`config.mk`:
```
export PLATFORM = sky130hd
export DESIGN_NAME = nrs_pilot_gen
export DESIGN_NICKNAME = d
export VERILOG_FILES = /design/src/rtl/nrs_pilot_gen.sv
export SDC_FILE = /design/constraint.sdc
export NUM_CORES = 1
export LEC_CHECK = 0
export CAP_MARGIN = 20
export CORE_MARGIN = 10
export CORE_UTILIZATION = 32
export DETAILED_ROUTE_END_ITERATION = 7
export PLACE_DENSITY_LB_ADDON = 0.08
export REMOVE_ABC_BUFFERS = 1
export SYNTH_ARGS = -nofsm -noshare
export SYNTH_HDL_FRONTEND = slang
export SYNTH_SLANG_ARGS = --single-unit
```
`constraint.sdc`:
```
create_clock -name clk -period 10.86 [get_ports clk]
set_input_delay 1.086 -clock clk [delete_from_list [all_inputs] [get_ports clk]]
set_output_delay 1.086 -clock clk [all_outputs]
set_load 0.03 [all_outputs]
```
`src/rtl/nrs_pilot_gen.sv`:
```
// rtl/nrs_pilot_gen.sv - NB-IoT NRS pilot generator: Gold sequence to QPSK sign bits for the 4-entry pilot buffer
module nrs_pilot_gen #(
    parameter int NC         = 1600,
    parameter int NRB_MAX_DL = 110,
    parameter int SYM0       = 5,
    parameter int SYM1       = 6
) (
    input  logic       clk,
    input  logic       rst,
    input  logic       start,
    input  logic [8:0] ncell_id,
    input  logic [4:0] ns,
    output logic       busy,
    output logic       done,
    output logic       err,
    output logic       wr_en,
    output logic [1:0] wr_addr,
    output logic       nrs_r,
    output logic       nrs_i
);

    localparam logic [10:0] WARM_LAST = 11'(NC - 1);
    localparam logic [10:0] SKIP_LAST = 11'(2 * (NRB_MAX_DL - 1) - 1);

    typedef enum logic [2:0] {IDLE, LOAD, WARMUP, SKIP, EMIT, DONE} state_t;

    state_t      state, state_d;
    logic [10:0] cnt, cnt_d;
    logic        sym, sym_d;
    logic        hold, hold_d;
    logic [8:0]  id_q, id_d;
    logic [4:0]  ns_q, ns_d;
    logic [30:0] x1, x1_d, x2, x2_d;
    logic        busy_d, done_d, err_d, wr_en_d, nrs_r_d, nrs_i_d;
    logic [1:0]  wr_addr_d;
    logic [2:0]  l_cur;
    logic [30:0] c_mul_a, c_mul_b, c_init;
    logic        c_bit;

    assign c_bit = x1[0] ^ x2[0];
    assign l_cur = sym ? 3'(SYM1) : 3'(SYM0);

    // Largest product is 147*1007*1024, well inside 31 bits.
    always_comb begin
        c_mul_a = 31'd7 * (31'(ns_q) + 31'd1) + 31'(l_cur) + 31'd1;
        c_mul_b = {21'd0, id_q, 1'b1};
        c_init  = ((c_mul_a * c_mul_b) << 10) + c_mul_b;
    end

    always_ff @(posedge clk) begin
        if (rst) state <= IDLE;
        else     state <= state_d;
    end

    always_comb begin
        state_d   = state;
        cnt_d     = cnt + 11'd1;
        sym_d     = sym;
        hold_d    = hold;
        id_d      = id_q;
        ns_d      = ns_q;
        x1_d      = x1;
        x2_d      = x2;
        err_d     = 1'b0;
        wr_en_d   = 1'b0;
        wr_addr_d = wr_addr;
        nrs_r_d   = nrs_r;
        nrs_i_d   = nrs_i;
        if (state == WARMUP || state == SKIP || state == EMIT) begin
            x1_d = {x1[3] ^ x1[0], x1[30:1]};
            x2_d = {x2[3] ^ x2[2] ^ x2[1] ^ x2[0], x2[30:1]};
        end
        case (state)
            IDLE: begin
                cnt_d = '0;
                if (start) begin
                    if (ncell_id <= 9'd503 && ns <= 5'd19) begin
                        id_d    = ncell_id;
                        ns_d    = ns;
                        sym_d   = 1'b0;
                        state_d = LOAD;
                    end else begin
                        err_d = 1'b1;
                    end
                end
            end
            LOAD: begin
                x1_d    = 31'd1;
                x2_d    = c_init;
                cnt_d   = '0;
                state_d = WARMUP;
            end
            WARMUP: begin
                if (cnt == WARM_LAST) begin
                    cnt_d   = '0;
                    state_d = SKIP;
                end
            end
            SKIP: begin
                if (cnt == SKIP_LAST) begin
                    cnt_d   = '0;
                    state_d = EMIT;
                end
            end
            EMIT: begin
                // Even cycles park c(2m+218) so odd cycles can write the full QPSK pair.
                if (!cnt[0]) begin
                    hold_d = c_bit;
                end else begin
                    wr_en_d   = 1'b1;
                    wr_addr_d = {sym, cnt[1]};
                    nrs_r_d   = hold;
                    nrs_i_d   = c_bit;
                end
                if (cnt[1:0] == 2'd3) begin
                    cnt_d = '0;
                    if (sym) begin
                        state_d = DONE;
                    end else begin
                        sym_d   = 1'b1;
                        state_d = LOAD;
                    end
                end
            end
            DONE: begin
                cnt_d   = '0;
                state_d = IDLE;
            end
            default: state_d = IDLE;
        endcase
        busy_d = (state_d == LOAD) || (state_d == WARMUP) || (state_d == SKIP) || (state_d == EMIT);
        done_d = (state_d == DONE);
    end

    always_ff @(posedge clk) begin
        if (rst) begin
            cnt     <= '0;
            sym     <= 1'b0;
            hold    <= 1'b0;
            id_q    <= '0;
            ns_q    <= '0;
            x1      <= '0;
            x2      <= '0;
            busy    <= 1'b0;
            done    <= 1'b0;
            err     <= 1'b0;
            wr_en   <= 1'b0;
            wr_addr <= '0;
            nrs_r   <= 1'b0;
            nrs_i   <= 1'b0;
        end else begin
            cnt     <= cnt_d;
            sym     <= sym_d;
            hold    <= hold_d;
            id_q    <= id_d;
            ns_q    <= ns_d;
            x1      <= x1_d;
            x2      <= x2_d;
            busy    <= busy_d;
            done    <= done_d;
            err     <= err_d;
            wr_en   <= wr_en_d;
            wr_addr <= wr_addr_d;
            nrs_r   <= nrs_r_d;
            nrs_i   <= nrs_i_d;
        end
    end

endmodule

```
* Yosys cells after proc, flatten, opt, wreduce, memory -nomap -nowiden
Cells that the tools add are included.
** Storage, ports and cells
- Register bits :: 100
- Latch bits :: 0
- RAM bits :: 0
- Bits in read-only memories :: 0
- Input bits :: 17
- Output and inout port bits :: 8
- Logic and storage cells :: 89
- Memories :: 0
** Cells by class
- $add $sub $neg :: 5
- Multipliers :: 2
- Div/mod/pow operators :: 0
- $lt $le $gt $ge :: 2
- Equality and inequality tests :: 16
- Shifts and indexed selects :: 0
- Muxes and demuxes :: 22
- Bitwise logic cells :: 9
- Reductions and logical operators :: 17
** Operator list (count)
- 31-bit 2-to-1 mux :: 2
- 11-bit case mux with 4 select lines :: 1
- 11-bit 2-to-1 mux :: 3
- 31-bit by 10-bit adder with 31-bit output :: 1
- 11-bit by 10-bit multiplier with 21-bit output :: 1
- 3-bit 2-to-1 mux :: 6
- 3-bit case mux with 5 select lines :: 1
- 3-bit by 2-bit equality test with 1-bit output (second input constant) :: 4
- 3-bit equality test (second input constant) :: 4
- 10-bit by 1-bit adder with 11-bit output (second input constant) :: 1
- 11-bit by 1-bit adder with 11-bit output (second input constant) :: 1
- 11-bit equality test (second input constant) :: 1
- 11-bit by 8-bit equality test with 1-bit output (second input constant) :: 1
- 9-bit by 3-bit adder with 10-bit output :: 1
- 9-bit <= comparator (second input constant) :: 1
- 3-bit by 6-bit multiplier with 9-bit output (first input constant) :: 1
- 1-bit 2-to-1 mux :: 7
- 5-bit by 1-bit adder with 6-bit output (second input constant) :: 1
- 3-bit by 1-bit equality test with 1-bit output (second input constant) :: 2
- 3-bit OR reduction :: 2
- 5-bit <= comparator (second input constant) :: 1
- 1-bit logical OR :: 5
- 1-bit XOR :: 5
- 2-bit inequality test (second input constant) :: 2
- 12 further kinds :: 18

* Depth between registers and ports, before layout
- Depth after elaboration :: 9
- Mapped depth :: 29
- Depth with buffers taken out :: 28

* Least setup slack after synthesis
No wires, ideal clock.
- Path kind :: register to register
- From :: register ns_q[0]
- To :: register x2[25]
- Arrival time :: 6.849 ns
- Data required time :: 10.768 ns
- Setup slack :: 3.918 ns
- Cell stages (with the launch flop) :: 26
- Period minus slack after synthesis :: 6.942 ns
- Cells stage by stage :: dfxtp_1 > ha_1 > nand3_1 > xor2_1 > inv_1 > ha_1 > ha_1 > ha_1 > a21oi_1 > o21bai_1 > a21oi_1 > xnor2_1 > nand2_1 > fa_1 > fa_1 > fa_1 > inv_1 > fa_1 > fa_1 > ha_1 > a21o_1 > a21oi_1 > o21ai_0 > o21a_1 > o21a_1 > o32ai_1
** On the way
- Longest elaborated chain between the ends :: 7
** RTL lines
- start: declaration :: line 32 : logic [4:0] ns_q, ns_d;
- start signal: assignment :: line 156 : ns_q <= ns_d;
- 5-bit by 1-bit adder with 6-bit output :: line 45 : c_mul_a = 31'd7 * (31'(ns_q) + 31'd1) + 31'(l_cur) + 31'd1;
- 3-bit by 6-bit multiplier with 9-bit output :: line 45
- 9-bit by 3-bit adder with 10-bit output :: line 45
- 10-bit by 1-bit adder with 11-bit output :: line 45
- 11-bit by 10-bit multiplier with 21-bit output :: line 47 : c_init = ((c_mul_a * c_mul_b) << 10) + c_mul_b;
- 31-bit by 10-bit adder with 31-bit output :: line 47
- 31-bit 2-to-1 mux :: line 73 : case (state)
- end signal: assignment :: line 143 : x2 <= '0;
- end signal: assignment :: line 158 : x2 <= x2_d;
- end: declaration :: line 33 : logic [30:0] x1, x1_d, x2, x2_d;
Every way passes these cells.
A chain may end at the register's enable or synchronous reset.

* Worst setup path after layout
- From :: register ns_q[0]
- To :: register x2[27]
Same word-level chain as after synthesis.

==> impl_metrics.ini <==
[drt]
route.detailed.drc = 0
via_per_inst = 4.88
first_iter_violations = 254
drt-total-wl_um = 18700
first_pass_iters = 5
vias = 6105
wl_per_cell_um = 15.0
final_antenna_net_count = 0

[sta]
setup_ws_ns = 3.17
timing.fmax_ghz = 0.130
drv_slew = 0
timing.final.crit_share_pct = 70.8
fin_skew_ns = 0.00917
finalSetupTns_ns = 0
finalHoldViolations = 0
slew_headroom_pct = 30.2
min_period_ns = 7.69
tightest_slew_ns = 1.04
finalSetupViolations = 0
fin_hold_ws_ns = 0.451
rsz0062_at_grt = no

[clocking]
cts_buffers = 9
path_clk_slew_ns = 0.08
hold_buffers = 0
clock_path_buffers = 2
cts_sinks = 100
postCtsSetupBuffers = 0
htree_levels = 3
cts_tree = done
root_buffer = clkbuf_16
cts_resized = 0
clk_latency_ns = 0.35

[synth]
synth-edff-count = 0
syn_area_per_cell_um2 = 8.57
ys.warnings.count = 0
synth_cell_types = 53
synth_ff_type = dfxtp_1
synthCells = 920
yosysSeqAreaShare_pct = 25.4
synth_top_area_cell = dfxtp_1
synth-seq-cells = 100
synth_area_leaders = dfxtp_1, fa_1, ha_1
async_flop_share_pct = 0
synth_area_um2 = 7890
synth_top_area_share_pct = 25.4

[power]
leakagePower_nw = 3.77
vdd_drop_max_mv = 0.0910
internal_power_uw = 691
p_total_mw = 1.06
p_sw_share_pct = 34.9
comb_power_share_pct = 30.2
cellPowerDensity_nw_per_um2 = 121
clockPowerShare_pct = 32.4
seqPwrFrac_pct = 37.3
power.switching_uw = 370

[job]
drv_cap = 0

[floorplanning]
core_area_um2 = 24300
die_h_um = 177
fp-row-count = 57
die_w_um = 177
top_level_ports = 25
die-area_um2 = 31300
initial_core_util_pct = 32.4

[layout]
drive_gt1_share_pct = 4.31
fin_nets = 1085
multi_input_area_um2 = 5490
final_common_cell = nand2_1
fin_cells = 1252
area_growth_syn_to_layout_pct = 11.1
regArea_um2 = 2000
nFillCells = 2518
n_antenna_cell = 0
final_core_util_pct = 36.0
post-route-cell-area_um2 = 8760
final_cell_mix = nand2_1, dfxtp_1, ha_1

[setup_path]
crit_path_start_kind = register
crit_type = reg -> reg
required_ns = 11.13
startpoint = ns_q[0]
reg2reg_depth = 25
r2r_end = x2[27]
crit_fanout = 8
arrival_ns = 7.96
crit_path_end = x2[27]
end_kind = register
rrSetupSlack_ns = 3.17
r2r_start = ns_q[0]

[placement]
port-buffer-count = 24
finalWeightedCongestion = 0.761
dp_hpwl_um = 13700
place_worst_setup_slack_ns = 2.88
place_inst = 1233
dpl-instance-area_um2 = 8430

[global_routing]
grt.overflow.total = 0
antenna_found_initial = 0
grt_max_degree = 69
grt_pass1_wl_um = 32000
grtUsageTotal_pct = 12.5
first_global_vias = 6194

[min_path]
holdCritPathClass = reg -> reg

[run_status]
outcome = finished clean
[state kept, by name (all words and copies together) (netlist names)]
register and cells:
nrs_i 1, ns_q 5, cnt 11, id_q 9
nrs_r 1, x1 31, busy 1, state 3
hold 1, wr_en 1, wr_addr 2, sym 1
err 1, done 1, x2 31
[layout make-up]
cell class | instances | share of cell area (%)
Multi-Input combinational cell | 714 | 62.7
Sequential cell | 100 | 22.9
Clock buffer | 11 | 2.66
Tap cell | 324 | 4.63
Clock inverter | 5 | 0.771
Inverter | 62 | 2.66
Timing Repair Buffer | 36 | 3.76
[metal layers]
metal	track usage [%]	vias to the layer above	part of all wire [%]
li1	-	3092	-
met1	16.6	2948	49
met2	20.6	53	48
met3	1.94	12	2.4
met4	3.22	0	1.3
met5	0	-	0
[cell families after synthesis]
family	synth area share [%]
and+or+nand+nor	20.9
muxes	3.05
DFF	25.4
AOI/OAI and AO/OA	12.4
adders and majority gates	29.1
buffers and inverters	5.27
xor gates and xnor gates	3.89
[worst min path at each step]
stage,startpoint,endpoint,slack [ns],cells after the start
after CTS,x1[5],x1[4],0.45,2
final,x1[19],x1[19],0.45,2
after detailed placement,x1[10],x1[10],0.45,2
after floorplan,x1[10],x1[10],0.43,2
after global routing,x1[8],x1[8],0.47,2
after global placement,x1[4],x1[4],0.44,2
[power by group through the flow]
stage	logic, mW	clock network [mW]	registers, mW
floorplan	0.232	0	0.399
global placement	0.327	0	0.406
detailed placement	0.327	0	0.406
CTS	0.330	0.367	0.397
global route	0.369	0.375	0.400
finish	0.321	0.344	0.397
[synth_stat cells, drive strengths merged, types with 4 or more instances]
| cell | n |
|---|---|
| dfxtp | 100 |
| a211oi | 13 |
| a21oi | 63 |
| and2 | 53 |
| a311oi | 18 |
| o21a | 7 |
| inv | 62 |
| nand2 | 174 |
| a21o | 8 |
| clkbuf | 31 |
| ha | 81 |
| xor2 | 11 |
| o21ai | 15 |
| mux2i | 24 |
| buf | 13 |
| nand4 | 5 |
| nor3 | 10 |
| a31o | 5 |
| nand3 | 16 |
| xnor2 | 24 |
| nor2 | 68 |
| nor2b | 6 |
| fa | 64 |
| nand2b | 4 |
[worst max-delay path, stage by stage, from the launching register on]
cell	delay (ns)
dfxtp_1	0.46
ha_1	0.25
nand3_1	0.10
xor2_1	0.33
inv_1	0.11
ha_1	0.31
ha_1	0.29
ha_1	0.33
a21oi_1	0.10
o21bai_1	0.17
a21oi_1	0.11
xnor2_1	0.46
buf_4	0.26
nand2_1	0.08
fa_1	0.52
inv_1	0.05
fa_1	0.52
fa_1	0.44
fa_1	0.57
fa_1	0.43
ha_1	0.39
nand3_1	0.14
a211oi_1	0.50
o21ai_0	0.23
and3_1	0.21
o32ai_1	0.24
Note: power is estimated with default switching activity, not from simulation.
